<file path="src/rtl/cpu_pkg.sv">
// Shared fetch-stage types: FSM state encoding, reset/halt constants and the
// fetch buffer entry layout.
package cpu_pkg;

    typedef enum logic {
        RUN  = 1'b0,
        HALT = 1'b1
    } fetch_state_t;

    localparam logic [31:0] HALT_INST_DEF = 32'hFC00_0000;
    localparam logic [31:0] RESET_PC_DEF  = 32'h0000_0000;

    typedef struct packed {
        logic [31:0] pc;
        logic [31:0] inst;
    } fetch_entry_t;

endpackage

</file>
<file path="src/rtl/fetch_fifo.sv">
// Two-entry fetch buffer. The head lives in its own register so decode sees
// registered outputs only; flush discards everything after any same-cycle pop.
module fetch_fifo
    import cpu_pkg::*;
#(
    parameter int DEPTH = 2
) (
    input  logic         clk,
    input  logic         rst_n,
    input  logic         push,
    input  fetch_entry_t din,
    input  logic         pop,
    input  logic         flush,
    output fetch_entry_t dout,
    output logic         full,
    output logic         empty
);

    localparam logic [1:0] FULL_CNT = 2'(DEPTH);

    fetch_entry_t head_q, tail_q;
    logic [1:0]   count_q;

    assign dout  = head_q;
    assign full  = (count_q == FULL_CNT);
    assign empty = (count_q == 2'd0);

    always_ff @(posedge clk or negedge rst_n) begin
        if (!rst_n) begin
            head_q  <= '0;
            tail_q  <= '0;
            count_q <= 2'd0;
        end else if (flush) begin
            count_q <= 2'd0;
        end else begin
            case ({push, pop})
                2'b10: begin
                    if (count_q == 2'd0) head_q <= din;
                    else                 tail_q <= din;
                    count_q <= count_q + 2'd1;
                end
                2'b01: begin
                    head_q  <= tail_q;
                    count_q <= count_q - 2'd1;
                end
                2'b11: begin
                    // Occupancy unchanged; the new word lands behind whatever remains.
                    if (count_q == FULL_CNT) begin
                        head_q <= tail_q;
                        tail_q <= din;
                    end else begin
                        head_q <= din;
                    end
                end
                default: ;
            endcase
        end
    end

endmodule

</file>
<file path="src/rtl/fetch_ctrl.sv">
// Fetch sequencer: owns the PC, pushes {pc, inst} into a 2-entry buffer, handles
// redirect flushes and halt. Define FETCH_PERF_EN to add fetch/stall counters.
module fetch_ctrl
    import cpu_pkg::*;
#(
    parameter logic [31:0] RESET_PC   = RESET_PC_DEF,
    parameter logic [31:0] HALT_INST  = HALT_INST_DEF,
    parameter int          FIFO_DEPTH = 2
) (
    input  logic        clk,
    input  logic        rst_n,
    output logic [31:0] imem_addr,
    input  logic [31:0] imem_data,
    input  logic        redir_valid,
    input  logic [31:0] redir_pc,
    output logic        out_valid,
    input  logic        out_ready,
    output logic [31:0] out_inst,
    output logic [31:0] out_pc,
`ifdef FETCH_PERF_EN
    input  logic        perf_clr,
    output logic [31:0] perf_fetched,
    output logic [31:0] perf_stall,
`endif
    output logic        halted
);

    fetch_state_t state_q;
    logic [31:0]  pc_q;
    fetch_entry_t head, din;
    logic         full, empty, pop, push;

    assign pop  = out_valid && out_ready;
    assign push = (state_q == RUN) && !redir_valid && (!full || pop);
    assign din  = '{pc: pc_q, inst: imem_data};

    always_ff @(posedge clk or negedge rst_n) begin
        if (!rst_n) begin
            state_q <= RUN;
            pc_q    <= RESET_PC;
        end else if (redir_valid) begin
            state_q <= RUN;
            pc_q    <= redir_pc & ~32'h3;
        end else if (push) begin
            // The halt word is still delivered; the PC parks on it.
            if (imem_data == HALT_INST) state_q <= HALT;
            else                        pc_q    <= pc_q + 32'd4;
        end
    end

    fetch_fifo #(.DEPTH(FIFO_DEPTH)) u_fifo (
        .clk   (clk),
        .rst_n (rst_n),
        .push  (push),
        .din   (din),
        .pop   (pop),
        .flush (redir_valid),
        .dout  (head),
        .full  (full),
        .empty (empty)
    );

    assign imem_addr = pc_q;
    assign out_valid = !empty;
    assign out_inst  = head.inst;
    assign out_pc    = head.pc;
    assign halted    = (state_q == HALT);

`ifdef FETCH_PERF_EN
    always_ff @(posedge clk or negedge rst_n) begin
        if (!rst_n) begin
            perf_fetched <= '0;
            perf_stall   <= '0;
        end else if (perf_clr) begin
            perf_fetched <= '0;
            perf_stall   <= '0;
        end else begin
            if (push) perf_fetched <= perf_fetched + 32'd1;
            if ((state_q == RUN) && full && !pop) perf_stall <= perf_stall + 32'd1;
        end
    end
`endif

endmodule

</file>
<file path="config.mk">
export PLATFORM = sky130hd
export DESIGN_NAME = fetch_ctrl
export DESIGN_NICKNAME = d
export VERILOG_FILES = /design/src/rtl/cpu_pkg.sv /design/src/rtl/fetch_fifo.sv /design/src/rtl/fetch_ctrl.sv
export SDC_FILE = /design/constraint.sdc
export NUM_CORES = 1
export LEC_CHECK = 0
export CORE_MARGIN = 3
export CORE_UTILIZATION = 55
export CTS_CLUSTER_DIAMETER = 100
export DETAILED_ROUTE_END_ITERATION = 6
export PLACE_DENSITY = 0.84
export SLEW_MARGIN = 30
export SYNTH_ARGS = -nofsm -noshare
export SYNTH_HDL_FRONTEND = slang
export SYNTH_HIERARCHICAL = 1
export SYNTH_SLANG_ARGS = --single-unit
export TNS_END_PERCENT = 5
</file>
<file path="constraint.sdc">
create_clock -name clk -period 6.16 [get_ports clk]
set_input_delay 0.924 -clock clk [delete_from_list [all_inputs] [get_ports clk]]
set_output_delay 0.924 -clock clk [all_outputs]
set_load 0.005 [all_outputs]
</file>
# After elaboration in Yosys (flattened, before gate mapping)

Cells that the tools add are included.

Memory bits (writable): 0
Memory bits (read-only): 0
Bits of input ports: 68
Output and inout bits: 98
Memories: 0
Bits in registers: 163
Latch bits: 0

Bitwise gates (word level): 2
Div/mod/pow operators: 0
Muxes and demuxes: 14
Add/sub/neg operators: 3
Shift-type cells: 0
Eq/ne operators: 9
$lt $le $gt $ge: 0
Multipliers: 0
Reductions and logical operators: 17

Operators by type and width:

| operator                                                               | number |
|---|---|
| 64-bit 2-to-1 mux                                                      | 4 |
| 64-bit one-hot mux with 3 select lines                                 | 1 |
| 64-bit one-hot mux with 2 select lines                                 | 1 |
| 32-bit 2-to-1 mux                                                      | 3 |
| 32-bit by 3-bit adder with 32-bit output (second input constant)       | 1 |
| 32-bit equality test (second input constant)                           | 1 |
| 2-bit != test (second input constant)                                  | 4 |
| 2-bit equality test (second input constant)                            | 3 |
| 2-bit nonzero test                                                     | 3 |
| 3-bit nonzero test                                                     | 2 |
| 2-bit one-hot mux with 2 select lines                                  | 1 |
| 2-bit AND reduction                                                    | 2 |
| 4-bit AND reduction                                                    | 1 |
| 1-bit logical AND                                                      | 3 |
| 1-bit logical NOT                                                      | 3 |
| 1-bit 2-to-1 mux                                                       | 3 |
| 3-bit AND reduction                                                    | 1 |
| 2-bit by 1-bit adder with 2-bit output (second input constant)         | 1 |
| 2-bit by 1-bit equality test with 1-bit output (second input constant) | 1 |
| 2-bit logical NOT                                                      | 1 |
| 2-bit 2-to-1 mux                                                       | 1 |
| 1-bit inverter                                                         | 2 |
| 2-bit by 1-bit subtractor with 2-bit output (second input constant)    | 1 |
| 1-bit logical OR                                                       | 1 |

# Longest topological paths before layout

Gate-level depths: netlist (run 1).

Depth in word-level cells: 8
Gate-level depth with buffers: 11
Mapped depth without buffers: 8

# By module

The synthesis (run 1) kept the hierarchy.

By module, submodules not included:

| module     | instances | area an instance (µm²) | cells each |
|---|---|---|---|
| fetch_fifo | 1         | 5465.2                 | 429 |
| fetch_ctrl | 1         | 2014.4                 | 228 |

# Worst setup path after synthesis (run 1)

No wires, ideal clock.

Path type: input to register
Start point: input redir_valid
End point: register u_fifo/tail_q[2] (netlist bit)
Buffers on the path: 4
Path slack: 3041 ps
Data required time: 6035 ps
Arrival: 2994 ps
Stages on the path: 9
Setup time: 125 ps
Cells stage by stage: clkbuf_1 inv_1 clkbuf_1 clkbuf_1 and2_1 inv_1 nor3_4 buf_6 mux2_2

Longest elaborated chain between the ends: 6
Elaborated cells between the ends (all ways): 11
Those cells by class: eq/ne (4); mux (1); bitwise (1); reduce/logical (5)

RTL lines:

| what                                                                 | RTL line         | source |
|---|---|---|
| from (decl)                                                          | fetch_ctrl.sv:14 | `input logic redir_valid,` |
| 1-bit logical NOT (*)                                                | fetch_ctrl.sv:34 | `assign push = (state_q == RUN) && !redir_valid && (!full \|\| pop);` |
| 1-bit logical AND (*) (2 in series)                                  | fetch_ctrl.sv:34 |  |
| net push                                                             | fetch_ctrl.sv:31 | `logic full, empty, pop, push;` |
| 2-bit equality test                                                  | fetch_fifo.sv:36 | `case ({push, pop})` |
| 2-bit != test (no source line) or 2-bit nonzero test (tied branches) | -                |  |
| 4-bit AND reduction (no source line)                                 | -                |  |
| to (signal assigned)                                                 | fetch_fifo.sv:39 | `else tail_q <= din;` |
| to (signal assigned)                                                 | fetch_fifo.sv:50 | `tail_q <= din;` |
| to (decl)                                                            | fetch_fifo.sv:21 | `fetch_entry_t head_q, tail_q;` |

Mark *: on every way through the listed nets, which the timed path passes. The rest lies on a longest branch.
A chain may end at the register's enable or synchronous reset.

# Final worst setup path (run 1)

Start point: input redir_valid
End point: register u_fifo.head_q (netlist bit u_fifo/dout[34])

Longest elaborated chain between the ends: 6
Elaborated cells between the ends (all ways): 11
Those cells by class: eq/ne (4); mux (1); bitwise (1); reduce/logical (5)

RTL lines:

| what                                                                                  | RTL line         | source |
|---|---|---|
| 1-bit logical NOT (*)                                                                 | fetch_ctrl.sv:34 |  |
| 1-bit logical AND (*) (2 in series)                                                   | fetch_ctrl.sv:34 |  |
| net push                                                                              | fetch_ctrl.sv:31 |  |
| 2-bit equality test or 2-bit by 1-bit equality test with 1-bit output (tied branches) | fetch_fifo.sv:36 |  |
| 2-bit != test (no source line) or 3-bit nonzero test (tied branches)                  | -                |  |
| 3-bit AND reduction (no source line)                                                  | -                |  |
| to (signal assigned)                                                                  | fetch_fifo.sv:38 | `if (count_q == 2'd0) head_q <= din;` |
| to (signal assigned)                                                                  | fetch_fifo.sv:43 | `head_q <= tail_q;` |
| to (signal assigned)                                                                  | fetch_fifo.sv:49 | `head_q <= tail_q;` |
| to (decl)                                                                             | fetch_fifo.sv:21 |  |

Marked as above.

==> results of run 1 <==
[state kept, by name (all words and copies together) (netlist names)]
name / cells
halted: 1
imem_addr: 30
u_fifo/count_q: 2
u_fifo/dout: 64
u_fifo/tail_q: 64
[worst reg2reg max path: cells and delay by family (launching register included)]
kind | cells | cell delay (ns)
compound gates | 3 | 0.99
buf+inv | 2 | 0.68
flops | 1 | 0.47
mux | 1 | 0.28
simple gates | 3 | 0.45
[final cells by class]
cell class,instances,area share
clock buffers,24,0.0501
clock inverters,8,0.0103
inverters,9,0.00344
multi-input cells,452,0.328
flip-flops and latches,161,0.411
well taps,172,0.0219
repair buffers,173,0.176
[per-layer routing]
metal	routed length, µm	vias to the layer above	global-route usage	part of all wire
met5	0	-	0	0
met4	267	0	0.0812	0.015
met3	1240	33	0.0811	0.068
met2	8780	197	0.404	0.48
met1	7890	2779	0.323	0.43
li1	-	2674	-	-
[cell usage in the layout, fill, tap and decap left out, types with 4 or more instances in the layout]
cell type        count
a21oi_1             66
a31oi_1              7
and3_1               5
buf_4               11
clkbuf_16           17
clkbuf_8             5
clkdlybuf4s50_1    160
conb_1               6
dfrtp_1            161
inv_1                9
mux2_1               4
mux2_2              61
mux2i_1             65
nand2_1             25
nand3_1              9
nand4_1              8
nor2_1              80
nor4_1              12
o2111ai_1           11
o211ai_1             6
o21ai_0             22
o31ai_1              4
or4_1                5
xnor2_1              5
xor2_1              15
[Yosys cell counts (4+ instances only)]
library cell and count:
o2111ai_1 11, o211ai_1 6, nor4_1 12, mux2_1 4, mux2i_1 65, o31ai_1 4
dfrtp_1 161, a21oi_1 66, inv_1 9, nor2_1 80, and3_1 5, buf_2 18
nand2_1 25, xor2_1 15, mux2_2 61, or4_1 5, buf_6 6, a31oi_1 7
nand4_1 8, clkbuf_1 10, nand3_1 9, buf_4 4, o21ai_0 23, xnor2_1 5
[kinds of logic (layout without fill, tap and decap cells)]
| family | count (synthesis) | after routing | share of synthesized area |
|---|---|---|---|
| XOR/XNOR | 20 | 20 | 0.0234 |
| AO/OA/AOI/OAI | 129 | 129 | 0.104 |
| AND/OR/NAND/NOR | 166 | 166 | 0.110 |
| flip-flops | 161 | 161 | 0.539 |
| multiplexers | 130 | 130 | 0.185 |
| adder cells (fa/ha/maj) | 1 | 1 | 0.00167 |
| buffers and inverters | 49 | 214 | 0.0366 |
| other | 1 | 6 | 0.000501 |
[power breakdown]
| group | internal [mW] | total [mW] | leakage (nW) | switching [mW] |
|---|---|---|---|---|
| logic | 0.905 | 1.58 | 2.18 | 0.677 |
| clock network | 0.640 | 1.05 | 0.283 | 0.406 |
| registers | 1.51 | 1.80 | 1.87 | 0.286 |
[stage by stage]
stage / instance area (µm²) / hold WS, ns
after detailed placement: 9190 / 0.478
after floorplan: 7500 / 0.457
after global routing: 9810 / 0.423
after global placement: 9190 / 0.467
after CTS: 9780 / 0.487
final: 9810 / 0.423
[final timing paths]
check	startpoint	end	slack, ns	cells past startpoint
min	rst_n	u_fifo/dout[20]	0.42	1
max	redir_valid	u_fifo/dout[34]	2.23	9
max reg2reg	u_fifo/count_q[0]	u_fifo/dout[34]	3.11	9
min reg2reg	u_fifo/tail_q[11]	u_fifo/tail_q[11]	0.49	1
min in group clk	u_fifo/tail_q[11]	u_fifo/tail_q[11]	0.49	1
max in group asynchronous	rst_n	u_fifo/dout[2]	4.42	3
==> summary.md, run 1 <==
| Metric | Value |
|---|---|
| Yosys top cell by area | dfrtp_1 |
| Final Skew | 0.00676 ns |
| Die width | 123 µm |
| Fin util | 0.756 |
| Worst Hold Class | primary input to async pin |
| RD Place Congestion | 0.796 |
| Final Hold Viols | 0 |
| Final setup vio count | 0 |
| Placed cell count | 966 |
| Worst path bufs/invs | 5 |
| CP peak stage delay | 0.69 ns |
| Detailed Place HPWL | 12,300 µm |
| Synth top area cells | dfrtp_1 54%, mux2_2 9.2%, mux2i_1 8.7%, a21oi_1 4.4%, nor2_1 4.0% |
| CP Cell Sequence | clkdlybuf4s50_1, buf_4, inv_1, and2_1, inv_1, o21ai_4, buf_4, mux2i_1, a21oi_1 |
| DRC violation count after routing | 0 |
| CTS tree | done |
| Site Rows | 41 |
| Slowest-stage cell, CP | o21ai_4 |
| Vias | 5,683 |
| WL/cell | 18.2 µm |
| Worst VDD drop | 0.247 mV |
| Tmin final | 3.93 ns |
| Post-synthesis cell area | 7480 µm² |
| Die Span Y | 123 µm |
| Post-synthesis cell count | 657 |
| WP data required | 6.41 ns |
| Post-CTS Setup Inserts | 0 |
| ANT nets after route | 0 |
| TNS Setup | 0 ns |
| Lkg Pwr | 4.34 nW |
| Initial DRC Count | 471 |
| Via density | 5.69 |
| Worst-path clk slew | 0.06 ns |
| CTS Buf Count | 17 |
| Clock Root Buffer | clkbuf_16 |
| Kind of end point of the critical path | flop |
| Place WS | 1.75 ns |
| Final cell count without fillers | 999 |
| Port buffer count | 161 |
| Avg Inst Size Synth | 11.4 µm² |
| RSZ-0062 raised after global routing | false |
| FILL cells | 853 |
| First-pass GRT wire length | 29,300 µm |
| Share of layout cells above drive strength 1 | 0.137 |
| Fmax | 254 MHz |
| Cell family with most CP delay | buffers and inverters |
| Skew-Pair Late Insertion Delay | 0.42 ns |
| Top-area cell type share of the netlist area | 0.539 |
| Sequential share of the synthesized area | 0.539 |
| Design Power | 4.42 mW |
| #FFs+latches synth | 161 |
| DRT Pass-1 Iters | 5 |
| Storage cell area | 4030 µm² |
| Total gr overflow | 0 |
| FFs w/ async S/R, synth | 1.00 |
| Net count, final | 883 |
| Initial antenna violation count | 0 |
| Starting Density | 0.576 |
| Syn. warnings | 6 |
| CTS resizes | 0 |
| Die area | 15,000 µm² |
| Area grow syn2layout | 31.2% |
| Final WS setup | 2.23 ns |
| I/O pins | 166 |
| Worst-margin pin slew | 0.901 ns |
| Critical path type | primary input to flop |
| Number of global-route vias before repair | 5,830 |
| Max Fanout on Critical Path | 50 |
| Multi-input logic area | 3210 µm² |
| Core area | 13,000 µm² |
| Number of diodes | 0 |
| Number of synthesized flops with an enable pin | 0 |
| Slew HR | 0.393 |
| Power per cell area | 451 nW/µm² |
| Ys flop type | dfrtp_1 |
| Yosys cell types | 51 |
| Arrival time worst endpoint | 4.18 ns |
| Sinks on Clock Net | 161 |
| CTS H-tree lvls | 4 |
| Clock Tree Buf Depth | 2 |
| MaxCap Viol Count | 0 |
| GR Util All Layers | 0.251 |
| Crit start category | primary input |
| Hold_buf cts | 0 |
| Slew Limit Fails | 0 |
| Outcome | complete, no violations |
| Final period util | 0.639 |
| Routed WL | 18,200 µm |
| Largest net degree at the start of global routing | 115 |
Note: power is estimated with default switching activity, not from simulation.
==> inputs of run 2 (changes only) <==
--- a/config.mk
+++ b/config.mk
@@ -6,10 +6,10 @@
 export NUM_CORES = 1
 export LEC_CHECK = 0
 export CORE_MARGIN = 3
-export CORE_UTILIZATION = 55
+export CORE_UTILIZATION = 51
 export CTS_CLUSTER_DIAMETER = 100
 export DETAILED_ROUTE_END_ITERATION = 6
-export PLACE_DENSITY = 0.84
+export PLACE_DENSITY = 0.79
 export SLEW_MARGIN = 30
 export SYNTH_ARGS = -nofsm -noshare
 export SYNTH_HDL_FRONTEND = slang
==> constraint.sdc (replaced) <==
create_clock -name clk -period 3.8 [get_ports clk]
set_input_delay 0.57 -clock clk [delete_from_list [all_inputs] [get_ports clk]]
set_output_delay 0.57 -clock clk [all_outputs]
set_load 0.005 [all_outputs]
==> run 2 against run 1 <==
Against the previous run: clock power up 63%; setup slack lost 1.1 ns; design area is 0.66% higher; first-iteration DRC count grew 7.9%; combinational power is 63% higher; total power rose by 63%; routed wire length is 0.47% higher; clock skew increased by 0.0042 ns; sequential share of layout area down 0.27 points; die area up 7.5%.
==> summary.md, run 2 (synthesis gave the netlist of run 1 again) <==
| Metric | Value |
|---|---|
| Clock Tree Buf Depth | 2 (unchanged) |
| Placed cell count | 980 (+1.4%) |
| Reg2reg start | u_fifo/count_q[0] |
| Critical path type | primary input to flop |
| Switch share | 0.305 (-0.00386) |
| Placed Area | 9280 µm² (+1.0%) |
| FILL cells | 1,026 (+20%) |
| Max Fanout on Critical Path | 10 (-80%) |
| Post-CTS Setup Inserts | 0 (unchanged) |
| Die Span Y | 127 µm (+3.7%) |
| Via density | 5.63 (-1.0%) |
| P_sw | 2.20 mW (+61%) |
| Reg power frac | 0.404 (-0.002) |
| I/O pins | 166 (unchanged) |
| Hold_buf cts | 0 (unchanged) |
| Net count, final | 888 (+0.57%) |
| Final Instance Area | 9880 µm² (+0.66%) |
| CTS resizes | 0 (unchanged) |
| Outcome | complete, no violations |
| Core area | 14,100 µm² (+8.6%) |
| Die width | 127 µm (+3.7%) |
| Initial antenna violation count | 0 (unchanged) |
| DRC violation count after routing | 0 (unchanged) |
| WP data required | 4.14 ns (-2.27 ns) |
| Comb pwr share | 0.358 (about the same) |
| R2R setup slack | 1.16 ns (-1.95 ns) |
| RR Endpoint | u_fifo/dout[39] |
| Slew HR | 0.584 (+0.191) |
| RSZ-0062 raised after global routing | false |
| Skew-Pair Late Insertion Delay | 0.42 ns (about the same) |
| Number of diodes | 0 (unchanged) |
| Crit start category | primary input |
| Die area | 16,200 µm² (+7.5%) |
| Final Hold Viols | 0 (unchanged) |
| Port buffer count | 161 (unchanged) |
| GR Util All Layers | 0.230 (-0.0204) |
| Worst reg-to-reg path cell count | 9 (unchanged) |
| Final Skew | 0.0110 ns (+0.00424 ns) |
| MaxCap Viol Count | 0 (unchanged) |
| Share of layout cells above drive strength 1 | 0.142 (+0.00536) |
| Largest net degree at the start of global routing | 113 (-1.7%) |
| Worst VDD drop | 0.550 mV (+120%) |
| Site Rows | 43 (+4.9%) |
| Sinks on Clock Net | 161 (unchanged) |
| Fmax | 379 MHz |
| Final period util | 0.695 |
| Design Power | 7.20 mW (+63%) |
| Area grow syn2layout | 32.0% |
| CTS H-tree lvls | 4 (unchanged) |
| Vias | 5,694 (+0.19%) |
| Internal Power | 5.00 mW (+64%) |
| CTS tree | done |
| Power per cell area | 729 nW/µm² (+62%) |
| Lkg Pwr | 4.38 nW (+0.84%) |
| Number of global-route vias before repair | 5,860 (+0.51%) |
| Clock Root Buffer | clkbuf_16 |
| Detailed Place HPWL | 12,500 µm (+1.2%) |
| Slowest-stage cell, CP | nand4_1 |
| DRT Pass-1 Iters | 5 (unchanged) |
| Clock share of power | 0.238 (+0.002) |
| Arrival time worst endpoint | 2.98 ns (-1.20 ns) |
| Tmin final | 2.64 ns |
| Most common cell on crit path | o21ai_0 |
| WL/cell | 18.1 µm (-0.72%) |
| TNS Setup | 0 ns (unchanged) |
| RD Place Congestion | 0.843 (+5.8%) |
| Final cell count without fillers | 1,011 (+1.2%) |
| CP peak stage delay | 0.57 ns (-0.12 ns) |
| Routed WL | 18,300 µm (+0.47%) |
| Worst-margin pin slew | 0.622 ns (-0.279 ns) |
| CP Cell Sequence | clkdlybuf4s50_1, nor4_1, nand4_1, o21ai_0, buf_4, o21ai_0, a31oi_1 |
| First-pass GRT wire length | 30,000 µm (+2.4%) |
| ANT nets after route | 0 (unchanged) |
| Most frequent cells in the layout | 161 x dfrtp_1, 160 x clkdlybuf4s50_1, 80 x nor2_1 |
| Total gr overflow | 0 (unchanged) |
| Slew Limit Fails | 0 (unchanged) |
| WHS | 0.131 ns (-0.292 ns) |
| Starting Density | 0.531 (-0.0457) |
| Kind of end point of the critical path | flop |
| Commonest non-fill, non-tap cell in the layout | dfrtp_1 |
| Worst-path clk slew | 0.06 ns (about the same) |
| Initial DRC Count | 508 (+7.9%) |
| Worst Hold Class | primary input to async pin |
| CTS Buf Count | 17 (unchanged) |
| Final setup vio count | 0 (unchanged) |
-- run 2: cell types whose count changed in the layout (fill, tap and decap cells not counted), sizes merged --
cell,before,now
buf,12,18
inv,10,9
clkbuf,25,21
bufinv,2,3
clkinv,2,6
clkinvlp,3,1
-- run 2: power by group through the flow --
| stage | logic [mW] | clock network (mW) | registers [mW] |
|---|---|---|---|
| floorplan | 1.41 | 0 | 2.86 |
| global placement | 2.51 | 0 | 2.88 |
| detailed placement | 2.60 | 0 | 2.93 |
| CTS | 2.61 | 1.74 | 2.91 |
| global route | 2.81 | 1.83 | 3.01 |
| finish | 2.58 | 1.71 | 2.91 |
-- run 2: routing by layer --
| layer | share of wire | wire, µm | track usage | up-vias |
|---|---|---|---|---|
| li1 | - | - | - | 2682 |
| met1 | 0.44 | 8090 | 0.308 | 2818 |
| met2 | 0.48 | 8810 | 0.374 | 175 |
| met3 | 0.063 | 1160 | 0.0631 | 19 |
| met4 | 0.011 | 201 | 0.0606 | 0 |
| met5 | 0 | 0 | 0 | - |
-- run 2: how the worst max path moves through the flow --
stage / startpoint / to / slack [ns] / depth (start not counted)
3_3_place_gp: imem_data[2] / imem_addr[6] / 0.85 / 7
2_1_floorplan: redir_valid / u_fifo/tail_q[2] / 1.03 / 9
4_1_cts: imem_data[2] / imem_addr[17] / 1.17 / 7
5_1_grt: u_fifo/count_q[0] / u_fifo/dout[39] / 0.94 / 9
3_5_place_dp: imem_data[2] / imem_addr[6] / 0.78 / 7
6_report: imem_data[2] / imem_addr[17] / 1.16 / 7
-- run 2: layout make-up --
class,instances,area (µm²),share of cell area
inverter,9,33.8,0.00342
clock buffer,21,460,0.0466
timing repair buffer,178,1780,0.180
multi-input combinational,452,3210,0.325
sequential,161,4030,0.408
tap,180,225,0.0228
clock inverter,10,135,0.0137
-- run 2: per-stage QoR --
stage	util	setup WS [ns]
4_1_cts	0.701	1.17
6_report	0.701	1.16
2_1_floorplan	-	1.03
3_3_place_gp	0.658	0.852
3_5_place_dp	0.658	0.780
5_1_grt	0.701	0.939
-- run 2: critical path: cells and delay by family --
kind | cells | cell delay, ns
AO/OA/AOI/OAI | 3 | 0.77
buffers and inverters | 2 | 0.67
AND/OR/NAND/NOR | 2 | 0.96
==> inputs of run 3 (changes only) <==
--- a/config.mk
+++ b/config.mk
@@ -6,10 +6,10 @@
 export NUM_CORES = 1
 export LEC_CHECK = 0
 export CORE_MARGIN = 3
-export CORE_UTILIZATION = 51
+export CORE_UTILIZATION = 46
 export CTS_CLUSTER_DIAMETER = 100
 export DETAILED_ROUTE_END_ITERATION = 6
-export PLACE_DENSITY = 0.79
+export PLACE_DENSITY = 0.75
 export SLEW_MARGIN = 30
 export SYNTH_ARGS = -nofsm -noshare
 export SYNTH_HDL_FRONTEND = slang
==> constraint.sdc (replaced) <==
create_clock -name clk -period 2.15 [get_ports clk]
set_input_delay 0.3225 -clock clk [delete_from_list [all_inputs] [get_ports clk]]
set_output_delay 0.3225 -clock clk [all_outputs]
set_load 0.005 [all_outputs]
==> run 3 against run 2 <==
Against the previous run: clock skew fell by 0.0021 ns; design area rose by 8.9%; clock power rose by 77%; non-clock buffer count rose by 81; global-route usage fell by 0.88 points; critical endpoint is now u_fifo/tail_q[35]; largest cell class unchanged; highest routed layer is now met5.
==> summary.md, run 3 (synthesis gave the netlist of run 1 again) <==
| Metric | Value |
|---|---|
| Crit start category | flop |
| Site Rows | 45 (+4.7%) |
| Fmax | 478 MHz |
| Arrival time worst endpoint | 2.40 ns (-0.58 ns) |
| Clock Root Buffer | clkbuf_16 |
| WL/cell | 18.0 µm (-0.58%) |
| DRC violation count after routing | 0 (unchanged) |
| TNS Setup | 0 ns (unchanged) |
| Via density | 5.42 (-3.8%) |
| Commonest non-fill, non-tap cell in the layout | dfrtp_1 |
| Worst VDD drop | 0.659 mV (+20%) |
| Net count, final | 969 (+9.1%) |
| Power per cell area | 1250 nW/µm² (+71%) |
| CTS H-tree lvls | 4 (unchanged) |
| Skew-Pair Late Insertion Delay | 0.43 ns (about the same) |
| Outcome | complete, no violations |
| Worst Hold Class | primary input to async pin |
| Max Fanout on Critical Path | 12 (+2) |
| Port buffer count | 161 (unchanged) |
| Initial DRC Count | 395 (-22%) |
| Core area | 15,500 µm² (+10%) |
| ANT nets after route | 0 (unchanged) |
| Tmin final | 2.09 ns |
| RSZ-0062 raised after global routing | true |
| Largest net degree at the start of global routing | 69 (-39%) |
| Initial antenna violation count | 2 (+2) |
| Share of layout cells above drive strength 1 | 0.224 (+0.0817) |
| FILL cells | 1,137 (+11%) |
| GR Util All Layers | 0.221 (-0.00878) |
| Clock Tree Buf Depth | 2 (unchanged) |
| RD Place Congestion | 0.855 (+1.5%) |
| Final Hold Viols | 0 (unchanged) |
| Kind of end point of the critical path | flop |
| Vias | 6,086 (+6.9%) |
| Critical path type | flop to flop |
| Final setup vio count | 0 (unchanged) |
| Lkg Pwr | 4.84 nW (+11%) |
| Reg2reg start | u_fifo/count_q[1] |
| Final Skew | 0.00895 ns (-0.00205 ns) |
| I/O pins | 166 (unchanged) |
| Number of global-route vias before repair | 6,156 (+5.1%) |
| Starting Density | 0.481 (-0.0493) |
| Routed WL | 20,200 µm (+10%) |
| WP data required | 2.46 ns (-1.68 ns) |
| First-pass GRT wire length | 31,600 µm (+5.1%) |
| CTS Buf Count | 17 (unchanged) |
| Die area | 17,800 µm² (+10%) |
| CTS tree | done |
| MaxCap Viol Count | 0 (unchanged) |
| Slew Limit Fails | 0 (unchanged) |
| Number of diodes | 0 (unchanged) |
| Total gr overflow | 0 (unchanged) |
| Die width | 134 µm (+5.0%) |
| Detailed Place HPWL | 13,700 µm (+9.6%) |
| Area grow syn2layout | 43.8% |
| WHS | 0.336 ns (+0.205 ns) |
| DRT Pass-1 Iters | 6 (+1) |
| Most frequent cells in the layout | 161 x dfrtp_1, 160 x clkdlybuf4s50_1, 79 x nor2_1 |
| Worst-path clk slew | 0.06 ns (about the same) |
| Sinks on Clock Net | 161 (unchanged) |
| Final period util | 0.972 |
| Die Span Y | 134 µm (+5.0%) |
| Worst setup startpoint | u_fifo/count_q[1] |
## run 3: cell count changes in the layout (fill, tap and decap cells not counted), sizes merged
cell	previous run	this run
clkinvlp	1	3
clkbuf	21	23
clkinv	6	4
buf	18	96
dlygate4sd3	0	1
## run 3: path summary, 6_finish.rpt
check | cells past startpoint | endpoint | slack (ns)
max reg2reg | 9 | u_fifo/tail_q[35] | 0.06
min | 2 | u_fifo/dout[24] | 0.34
max in group asynchronous | 3 | imem_addr[21] | 1.15
max | 9 | u_fifo/tail_q[35] | 0.06
min in group clk | 3 | imem_addr[11] | 0.47
min reg2reg | 1 | u_fifo/tail_q[10] | 0.50
## run 3: worst max-delay path: stages, from the launching register on
cell       delay, ns
dfrtp_1         0.41
nor2_2          0.14
nand2b_4        0.18
inv_1           0.06
and2b_1         0.21
nor2_1          0.07
nor3_4          0.19
buf_4           0.17
clkbuf_16       0.18
mux2_2          0.35
## run 3: cell type report
class,instances,area [µm²],share of cell area
clock buffers,21,450,0.0419
clock inverters,10,136,0.0127
inverters,9,36.3,0.00337
multi-input cells,452,3270,0.304
flip-flops and latches,161,4030,0.374
well taps,211,264,0.0245
repair buffers,259,2570,0.239
## run 3: power by group
| group | internal, mW | leakage (nW) | switching, mW |
|---|---|---|---|
| clock | 1.84 | 0.279 | 1.19 |
| sequential | 4.33 | 1.87 | 0.744 |
| combinational | 3.13 | 2.69 | 2.21 |
| total | 9.30 | 4.84 | 4.14 |
## run 3: per-stage QoR
stage	area [µm²]	setup WS, ns	total power [mW]	std cells	util
after floorplan	7530	-0.0626	7.57	662	-
after CTS	10600	0.0000298	13.4	1114	0.682
after detailed placement	9970	-0.392	10.2	1079	0.642
after global placement	9970	-0.348	9.96	1079	0.642
final	10800	0.0594	13.4	1123	0.692
after global routing	10800	-0.0447	14.2	1123	0.692
## run 3: what timing repair did
action | 4_1_cts | 5_1_grt
buffers inserted | 3 | 6
hold buffers | 1 | 0
cloned | 0 | 3
endpoints found under the setup margin | 40 | 138
endpoints found under the hold margin | 27 | 0
pin swaps | 0 | 8
resized for setup | 2 | 11
## run 3: routing by layer
metal  global-route usage  wire, µm  vias to the layer above
li1                     -         -                     2847
met3               0.0585      1440                       40
met1                0.295      8840                     2976
met5                    0        22                        -
met4               0.0766       395                        4
met2                0.353      9460                      219
